File: src/rtl/north_pattern_writer_if.sv
// North pattern writer AXI4 write-channel bundle (512-bit data path).
// Only the fields the generator drives or observes are carried here.
// The fixed AXI fields (awburst, awsize, awcache, awprot, awlock, awqos,
// awregion) are tied off in the role wrapper.
//
// Signals:
//   awaddr/awlen/awvalid/awready : write address channel
//   wdata/wstrb/wlast/wvalid/wready : write data channel
//   bresp/bvalid/bready          : write response channel
// Modports:
//   master : the traffic generator
//   slave  : the static-region side, or a bench responder
interface north_pattern_writer_if #(
    parameter int ADDR_W = 64
);
    logic [ADDR_W-1:0] awaddr;
    logic [7:0]        awlen;
    logic              awvalid;
    logic              awready;
    logic [511:0]      wdata;
    logic [63:0]       wstrb;
    logic              wlast;
    logic              wvalid;
    logic              wready;
    logic [1:0]        bresp;
    logic              bvalid;
    logic              bready;

    modport master (
        output awaddr, awlen, awvalid, wdata, wstrb, wlast, wvalid, bready,
        input  awready, wready, bresp, bvalid
    );

    modport slave (
        input  awaddr, awlen, awvalid, wdata, wstrb, wlast, wvalid, bready,
        output awready, wready, bresp, bvalid
    );
endinterface

File: src/rtl/north_pattern_writer.sv
// North pattern writer: burst-write traffic generator for the NORTH role.
// It writes a deterministic 512-bit pattern over a host-programmed range
// using INCR bursts. Bursts never cross a 4 KB page, and at most one burst is
// outstanding. It reports completion and write-response errors.
//
// Parameters:
//   ADDR_W    : AXI address width
//   MAX_BURST : maximum beats per burst (1..256)
// Ports:
//   CLK_IN_250 : sole clock
//   AXI_RESET  : asynchronous, active-high reset
//   START      : one-cycle start pulse, sampled only when idle
//   BASE_ADDR  : start byte address, bits [5:0] treated as zero
//   NUM_BEATS  : total 64-byte beats to write
//   SEED       : pattern seed
//   BUSY       : high from accepted START until DONE
//   DONE       : one-cycle completion pulse
//   ERR        : sticky error flag, set by any non-OKAY bresp
//   ERR_CNT    : saturating count of non-OKAY bresp
//   M_AXI      : AXI4 write master (north_pattern_writer_if.master)
// Build option:
//   NORTH_PATTERN_WRITER_ERR_ABORT_EN : when defined, the first error
//   response ends the transfer and skips the remaining beats.
//
// state | meaning
// IDLE  | waiting for START
// AW    | presenting the burst address, awvalid high
// W     | streaming burst beats, wvalid high
// B     | waiting for the write response, bready high
// FIN   | raising the one-cycle DONE pulse
module north_pattern_writer #(
    parameter int ADDR_W    = 64,
    parameter int MAX_BURST = 64
) (
    input  logic                 CLK_IN_250,
    input  logic                 AXI_RESET,
    input  logic                 START,
    input  logic [ADDR_W-1:0]    BASE_ADDR,
    input  logic [31:0]          NUM_BEATS,
    input  logic [31:0]          SEED,
    output logic                 BUSY,
    output logic                 DONE,
    output logic                 ERR,
    output logic [15:0]          ERR_CNT,
    north_pattern_writer_if.master M_AXI
);

    typedef enum logic [2:0] {
        S_IDLE,
        S_AW,
        S_W,
        S_B,
        S_FIN
    } state_t;

    state_t            state;
    logic [ADDR_W-1:0] addr_q;
    logic [31:0]       remaining_q;
    logic [27:0]       beat_idx;
    logic [31:0]       seed_q;
    logic [8:0]        len_q;
    logic [7:0]        wcnt;

    logic [ADDR_W-1:0] start_addr;
    logic [8:0]        start_len;
    logic [ADDR_W-1:0] next_addr;
    logic [31:0]       next_rem;
    logic [8:0]        next_len;
    logic              bad_resp;
    logic              abort_now;

    // Burst length limited by what is left, the burst cap and the distance
    // to the next 4 KB page. Addresses are 64-byte aligned, so only the
    // line offset within the page matters.
    function automatic logic [8:0] burst_len(input logic [5:0]  page_off,
                                             input logic [31:0] rem);
        logic [8:0] len;
        logic [8:0] to_page;
        to_page = 9'd64 - {3'b000, page_off};
        len     = 9'(MAX_BURST);
        if (to_page < len) begin
            len = to_page;
        end
        if (rem < {23'd0, len}) begin
            len = rem[8:0];
        end
        return len;
    endfunction

    function automatic logic [511:0] pattern(input logic [31:0] seed,
                                             input logic [27:0] idx);
        logic [511:0] data;
        data = '0;
        for (int i = 0; i < 16; i++) begin
            data[i*32 +: 32] = seed ^ {idx, 4'(i)};
        end
        return data;
    endfunction

    assign start_addr = BASE_ADDR & ~ADDR_W'(64'h3f);
    assign start_len  = burst_len(start_addr[11:6], NUM_BEATS);
    assign next_addr  = addr_q + {{(ADDR_W-15){1'b0}}, len_q, 6'b000000};
    assign next_rem   = remaining_q - {23'd0, len_q};
    assign next_len   = burst_len(next_addr[11:6], next_rem);
    assign bad_resp   = (M_AXI.bresp != 2'b00);

`ifdef NORTH_PATTERN_WRITER_ERR_ABORT_EN
    assign abort_now = bad_resp;
`else
    assign abort_now = 1'b0;
`endif

    assign M_AXI.wstrb = '1;

    always_ff @(posedge CLK_IN_250 or posedge AXI_RESET) begin
        if (AXI_RESET) begin
            state          <= S_IDLE;
            addr_q         <= '0;
            remaining_q    <= '0;
            beat_idx       <= '0;
            seed_q         <= '0;
            len_q          <= '0;
            wcnt           <= '0;
            BUSY           <= 1'b0;
            DONE           <= 1'b0;
            ERR            <= 1'b0;
            ERR_CNT        <= '0;
            M_AXI.awaddr   <= '0;
            M_AXI.awlen    <= '0;
            M_AXI.awvalid  <= 1'b0;
            M_AXI.wdata    <= '0;
            M_AXI.wlast    <= 1'b0;
            M_AXI.wvalid   <= 1'b0;
            M_AXI.bready   <= 1'b0;
        end else begin
            case (state)
                S_IDLE: begin
                    DONE <= 1'b0;
                    if (START) begin
                        BUSY     <= 1'b1;
                        ERR      <= 1'b0;
                        ERR_CNT  <= '0;
                        seed_q   <= SEED;
                        beat_idx <= '0;
                        if (NUM_BEATS == 32'd0) begin
                            state <= S_FIN;
                        end else begin
                            addr_q        <= start_addr;
                            remaining_q   <= NUM_BEATS;
                            len_q         <= start_len;
                            M_AXI.awaddr  <= start_addr;
                            M_AXI.awlen   <= 8'(start_len - 9'd1);
                            M_AXI.awvalid <= 1'b1;
                            state         <= S_AW;
                        end
                    end
                end

                S_AW: begin
                    if (M_AXI.awready) begin
                        M_AXI.awvalid <= 1'b0;
                        M_AXI.wvalid  <= 1'b1;
                        M_AXI.wdata   <= pattern(seed_q, beat_idx);
                        M_AXI.wlast   <= (len_q == 9'd1);
                        wcnt          <= '0;
                        state         <= S_W;
                    end
                end

                S_W: begin
                    if (M_AXI.wready) begin
                        beat_idx <= beat_idx + 28'd1;
                        if (M_AXI.wlast) begin
                            M_AXI.wvalid <= 1'b0;
                            M_AXI.wlast  <= 1'b0;
                            M_AXI.bready <= 1'b1;
                            state        <= S_B;
                        end else begin
                            wcnt        <= wcnt + 8'd1;
                            M_AXI.wdata <= pattern(seed_q, beat_idx + 28'd1);
                            // wcnt still holds the beat just accepted, so the
                            // following beat is the last when wcnt+2 == len.
                            M_AXI.wlast <= ({1'b0, wcnt} + 9'd2 == len_q);
                        end
                    end
                end

                S_B: begin
                    if (M_AXI.bvalid) begin
                        M_AXI.bready <= 1'b0;
                        if (bad_resp) begin
                            ERR <= 1'b1;
                            if (ERR_CNT != 16'hffff) begin
                                ERR_CNT <= ERR_CNT + 16'd1;
                            end
                        end
                        addr_q      <= next_addr;
                        remaining_q <= next_rem;
                        if (next_rem == 32'd0 || abort_now) begin
                            DONE  <= 1'b1;
                            BUSY  <= 1'b0;
                            state <= S_FIN;
                        end else begin
                            len_q         <= next_len;
                            M_AXI.awaddr  <= next_addr;
                            M_AXI.awlen   <= 8'(next_len - 9'd1);
                            M_AXI.awvalid <= 1'b1;
                            state         <= S_AW;
                        end
                    end
                end

                S_FIN: begin
                    // Arriving from B, DONE is already high and this cycle
                    // ends the pulse. Arriving straight from IDLE (zero-length
                    // request), DONE is raised here and FIN lasts two cycles.
                    if (DONE) begin
                        DONE  <= 1'b0;
                        state <= S_IDLE;
                    end else begin
                        DONE <= 1'b1;
                        BUSY <= 1'b0;
                    end
                end

                default: begin
                    state <= S_IDLE;
                end
            endcase
        end
    end

endmodule
File: src/flat_wrapper.sv
// flat-port wrapper written by rule: the top's interface ports become plain ports
module north_pattern_writer_flat 
#(
    parameter int ADDR_W    = 64,
    parameter int MAX_BURST = 64
)
  (CLK_IN_250, AXI_RESET, START, BASE_ADDR, NUM_BEATS, SEED, BUSY, DONE, ERR, ERR_CNT, M_AXI_awaddr, M_AXI_awlen, M_AXI_awvalid, M_AXI_wdata, M_AXI_wstrb, M_AXI_wlast, M_AXI_wvalid, M_AXI_bready, M_AXI_awready, M_AXI_wready, M_AXI_bresp, M_AXI_bvalid);
  north_pattern_writer_if #(.ADDR_W(ADDR_W)) M_AXI_i ();
  input  logic CLK_IN_250;
  input  logic AXI_RESET;
  input  logic START;
  input  logic [ADDR_W-1:0] BASE_ADDR;
  input  logic [31:0] NUM_BEATS;
  input  logic [31:0] SEED;
  output logic BUSY;
  output logic DONE;
  output logic ERR;
  output logic [15:0] ERR_CNT;
  output wire logic [$bits(M_AXI_i.awaddr)-1:0] M_AXI_awaddr;
  output wire logic [$bits(M_AXI_i.awlen)-1:0] M_AXI_awlen;
  output wire logic [$bits(M_AXI_i.awvalid)-1:0] M_AXI_awvalid;
  output wire logic [$bits(M_AXI_i.wdata)-1:0] M_AXI_wdata;
  output wire logic [$bits(M_AXI_i.wstrb)-1:0] M_AXI_wstrb;
  output wire logic [$bits(M_AXI_i.wlast)-1:0] M_AXI_wlast;
  output wire logic [$bits(M_AXI_i.wvalid)-1:0] M_AXI_wvalid;
  output wire logic [$bits(M_AXI_i.bready)-1:0] M_AXI_bready;
  input wire logic [$bits(M_AXI_i.awready)-1:0] M_AXI_awready;
  input wire logic [$bits(M_AXI_i.wready)-1:0] M_AXI_wready;
  input wire logic [$bits(M_AXI_i.bresp)-1:0] M_AXI_bresp;
  input wire logic [$bits(M_AXI_i.bvalid)-1:0] M_AXI_bvalid;
  assign M_AXI_awaddr = M_AXI_i.awaddr;
  assign M_AXI_awlen = M_AXI_i.awlen;
  assign M_AXI_awvalid = M_AXI_i.awvalid;
  assign M_AXI_wdata = M_AXI_i.wdata;
  assign M_AXI_wstrb = M_AXI_i.wstrb;
  assign M_AXI_wlast = M_AXI_i.wlast;
  assign M_AXI_wvalid = M_AXI_i.wvalid;
  assign M_AXI_bready = M_AXI_i.bready;
  assign M_AXI_i.awready = M_AXI_awready;
  assign M_AXI_i.wready = M_AXI_wready;
  assign M_AXI_i.bresp = M_AXI_bresp;
  assign M_AXI_i.bvalid = M_AXI_bvalid;
  north_pattern_writer #(.ADDR_W(ADDR_W), .MAX_BURST(MAX_BURST)) u_core (.CLK_IN_250(CLK_IN_250), .AXI_RESET(AXI_RESET), .START(START), .BASE_ADDR(BASE_ADDR), .NUM_BEATS(NUM_BEATS), .SEED(SEED), .BUSY(BUSY), .DONE(DONE), .ERR(ERR), .ERR_CNT(ERR_CNT), .M_AXI(M_AXI_i));
endmodule
File: config.mk
export PLATFORM = sky130hd
export DESIGN_NAME = north_pattern_writer_flat
export DESIGN_NICKNAME = d
export VERILOG_FILES = /design/src/rtl/north_pattern_writer_if.sv /design/src/rtl/north_pattern_writer.sv /design/src/flat_wrapper.sv
export SDC_FILE = /design/constraint.sdc
export NUM_CORES = 1
export LEC_CHECK = 0
export ABC_AREA = 0
export CORE_AREA = 3 3 310 312
export DETAILED_ROUTE_END_ITERATION = 7
export DIE_AREA = 0 0 313 315
export HOLD_SLACK_MARGIN = 0.03
export SLEW_MARGIN = 20
export SYNTH_ARGS = -nofsm -noshare
export SYNTH_HDL_FRONTEND = slang
export SYNTH_SLANG_ARGS = --single-unit
File: constraint.sdc
create_clock -name CLK_IN_250 -period 24.6 [get_ports CLK_IN_250]
set_input_delay 4.92 -clock CLK_IN_250 [delete_from_list [all_inputs] [get_ports CLK_IN_250]]
set_output_delay 4.92 -clock CLK_IN_250 [all_outputs]
set_load 0.005 [all_outputs]
==> flow_metrics.env <==
export IMPL_outcome="finished clean"
export IMPL_hold_viol=0
export IMPL_worstPathArrival_ns=8.83
export IMPL_final_setup_viol_count=0
export IMPL_max_stage_delay_ns=0.64
export IMPL_skew_ns=0.02156
export IMPL_initial_core_util_pct=23.12
export IMPL_clock_path_buffers=3
export IMPL_cp_required_ns=25.03
export IMPL_r2r_start="u_core.len_q[8]"
export IMPL_ys_seq_area_share_pct=35.60
export IMPL_cts_sinks=307
export IMPL_drive_gt1_share_pct=5.878
export IMPL_numCtsBuffers=36
export IMPL_yosysMostFrequentCell="buf_4"
export IMPL_ant_nets=0
export IMPL_fin_crit_ns=8.396
export IMPL_htreeDepth=2
export IMPL_multi_input_area_mm2=0.009518
export IMPL_cap_viol_max_count=0
export IMPL_grt_max_degree=115
export IMPL_rows=112
export IMPL_rr_worst_depth=13
export IMPL_p_leak_nw=10.90
export IMPL_synth_simple_area_share_pct=16.53
export IMPL_post_cts_resized=0
export IMPL_grt_overflow_total=0
export IMPL_synth_commonest_cells="buf_4, dfrtp_1, nand2_1, nor2_1, o21ai_0"
export IMPL_hold_end="u_core.M_AXI.awaddr[2]"
export IMPL_clock_latency_ns=0.55
export IMPL_fin_crit_sh_pct=34.13
export IMPL_synth_distinct_cells=75
export IMPL_die_area_mm2=0.09860
export IMPL_tightest_slew_ns=1.032
export IMPL_hold_buffers=0
export IMPL_vias_per_cell=4.425
export IMPL_dp_hpwl_mm=60.89
export IMPL_synth_edf_count=0
export IMPL_drv_slew=0
export IMPL_holdWs_ns=0.4698
export IMPL_cp_cell_sequence="clkdlybuf4s50_1 > nor4_1 > nand3_1 > nor2_1 > and3_1 > o21ai_0 > and2_2 > buf_4 > o21ai_4 > buf_6 > a211oi_1 > a21o_1"
export IMPL_hp_start="u_core.M_AXI.awaddr[2]"
export IMPL_peakVddDrop_mv=0.1109
export IMPL_ys_seq_elements=307
export IMPL_grt_pass1_vias=17220
export IMPL_wire_per_inst_um=19.45
export IMPL_critPathBufInv=3
export IMPL_path_max_fanout=110
export IMPL_cp_top_family="buffers and inverters"
export IMPL_postCtsSetupBuffers=0
export IMPL_synth_compound_area_share_pct=14.33
export IMPL_cts_tree="yes"
export IMPL_syn_to_final_growth_pct=28.63
export IMPL_end_kind="flip-flop"
export IMPL_synth_top_area_share_pct=35.60
export IMPL_avgSynthCellArea_um2=8.485
export IMPL_routabilityCongestion=0.8655
export IMPL_fin_total_pwr_w=0.003997
export IMPL_drtPass1Iterations=5
export IMPL_initialDrtViolationCount=1013
export IMPL_synth_top_family_by_area="buffers and inverters"
export IMPL_num_nets_final=2926
export IMPL_coreArea_mm2=0.09333
export IMPL_antenna_found_initial=22
export IMPL_muxShareOfSynthArea_pct=3.496
export IMPL_ys_warn_count=0
export IMPL_die_w_um=313
export IMPL_synthAdderAreaFrac_pct=2.389
export IMPL_grt_pass1_wl_mm=114.1
export IMPL_clock_fmax_mhz=119.1
export IMPL_relSlewSlack_pct=31.19
export IMPL_min_path_type="reg2reg"
export IMPL_grt_total_usage_pct=15.07
export IMPL_io_buffer_count=736
export IMPL_worstSetupPathType="in2reg"
export IMPL_rsz0062_at_grt="no"
export IMPL_seqCellArea_mm2=0.007682
export IMPL_syn_area_mm2=0.02158
export IMPL_ff2ff_setup_slack_ns=18.71
export IMPL_tns_ns=0
export IMPL_pin_count=807
export IMPL_vias=17860
export IMPL_synth_largest_area_cell="dfrtp_1"
export IMPL_synth_top_flop_cell="dfrtp_1"
export IMPL_n_fill_cell=9906
export IMPL_synthTopCellsByArea="dfrtp_1, buf_4, nand2_1"
export IMPL_cts_reportedPaths_clkPinSlew_ns=0.06
export IMPL_die_h_um=315
export IMPL_rr_endpoint="u_core.M_AXI.awaddr[39]"
export IMPL_synth_async_reset_ratio_pct=100.0
export IMPL_powerDensity_mw_per_mm2=144.0
export IMPL_drt_wl_total_mm=78.49
export IMPL_syn_inst=2543
export IMPL_critPathSlowestCell="buf_6"
export IMPL_start_kind="input pin"
export IMPL_drc=0
export IMPL_hold_depth=2
export IMPL_synth_xor_area_share_pct=6.007
export IMPL_cts_root_buf="clkbuf_16"
cell families after synthesis:
| kind of cell | count (synthesis) |
|---|---|
| buffers and inverters | 699 |
| multiplexers | 69 |
| adder cells (fa/ha/maj) | 40 |
| other | 1 |
| flip-flops | 307 |
| AND/OR/NAND/NOR | 774 |
| AO/OA/AOI/OAI | 505 |
| XOR/XNOR | 148 |
flip-flops by register name, indices dropped and copies added (netlist names), 3 cells and up:
| name | count |
|---|---|
| u_core.M_AXI.awlen | 8 |
| u_core.ERR_CNT | 16 |
| u_core.addr_q | 64 |
| u_core.state | 3 |
| u_core.M_AXI.awaddr | 64 |
| u_core.seed_q | 32 |
| u_core.wcnt | 8 |
| u_core.beat_idx | 28 |
| u_core.len_q | 9 |
| u_core.M_AXI.wdata | 36 |
| u_core.remaining_q | 32 |
through the flow:
stage | cells | setup slack, ns | cell area [µm²] | util [%]
6_report | 4036 | 16.20 | 27760 | 29.74
5_1_grt | 4028 | 15.83 | 27740 | 29.72
4_1_cts | 4027 | 15.79 | 27730 | 29.71
3_5_place_dp | 3966 | 15.19 | 26470 | 28.36
3_3_place_gp | 3966 | 15.20 | 26460 | 28.35
2_1_floorplan | 2606 | 11.19 | 21810 | -
routing by layer:
layer | vias to the layer above | global-route usage [%] | share of wire, %
met5 | - | 0 | 0.24
met2 | 636 | 26.73 | 50
met3 | 102 | 5.219 | 9.1
li1 | 8536 | - | -
met4 | 26 | 3.674 | 2.2
met1 | 8559 | 17.31 | 39
worst min-delay path: stages, from the launching register on:
cell and delay (ns):
dfrtp_1 0.34, nand2_1 0.05, nand2_1 0.05
final cells by class:
class / count / share of cell area, %
Clock buffer: 48 / 3.778
Antenna cell: 9 / 0.08114
Multi-Input combinational cell: 1600 / 34.29
Inverter: 51 / 0.7167
Sequential cell: 307 / 27.68
Timing Repair Buffer: 754 / 27.04
Tap cell: 1254 / 5.653
Clock inverter: 13 / 0.7618
report_power, final:
part | internal [W] | leakage, nW | total (W) | switching [W]
sequential | 0.000713 | 3.78 | 0.00105 | 0.000341
combinational | 0.00125 | 6.51 | 0.00237 | 0.00112
clock | 0.000352 | 0.618 | 0.000577 | 0.000225
how the worst max path moves through the flow:
| stage | startpoint | slack [ns] | endpoint | cells after the start |
|---|---|---|---|---|
| 2_1_floorplan | AXI_RESET | 11.19 | u_core.BUSY | 1 |
| 3_3_place_gp | NUM_BEATS[15] | 15.20 | u_core.M_AXI.awlen[5] | 13 |
| 3_5_place_dp | NUM_BEATS[15] | 15.19 | u_core.M_AXI.awlen[5] | 13 |
| 4_1_cts | NUM_BEATS[15] | 15.79 | u_core.M_AXI.awlen[5] | 13 |
| 5_1_grt | NUM_BEATS[15] | 15.83 | u_core.M_AXI.awlen[5] | 13 |
| 6_report | NUM_BEATS[15] | 16.20 | u_core.M_AXI.awaddr[39] | 12 |
cells in the final DEF (no fill, tap or decap), types with 50 or more instances in the layout:
cell             synthesis  layout
clkdlybuf4s50_1          0     736
dfrtp_1                307     307
nand2_1                269     266
nor2_1                 230     228
o21ai_0                171     171
a21oi_1                118     118
xnor2_1                100     100
conb_1                   1      64
nand3_1                 59      59
mux2_2                  51      51
inv_1                   51      50
(Power assumes the default switching activity.)
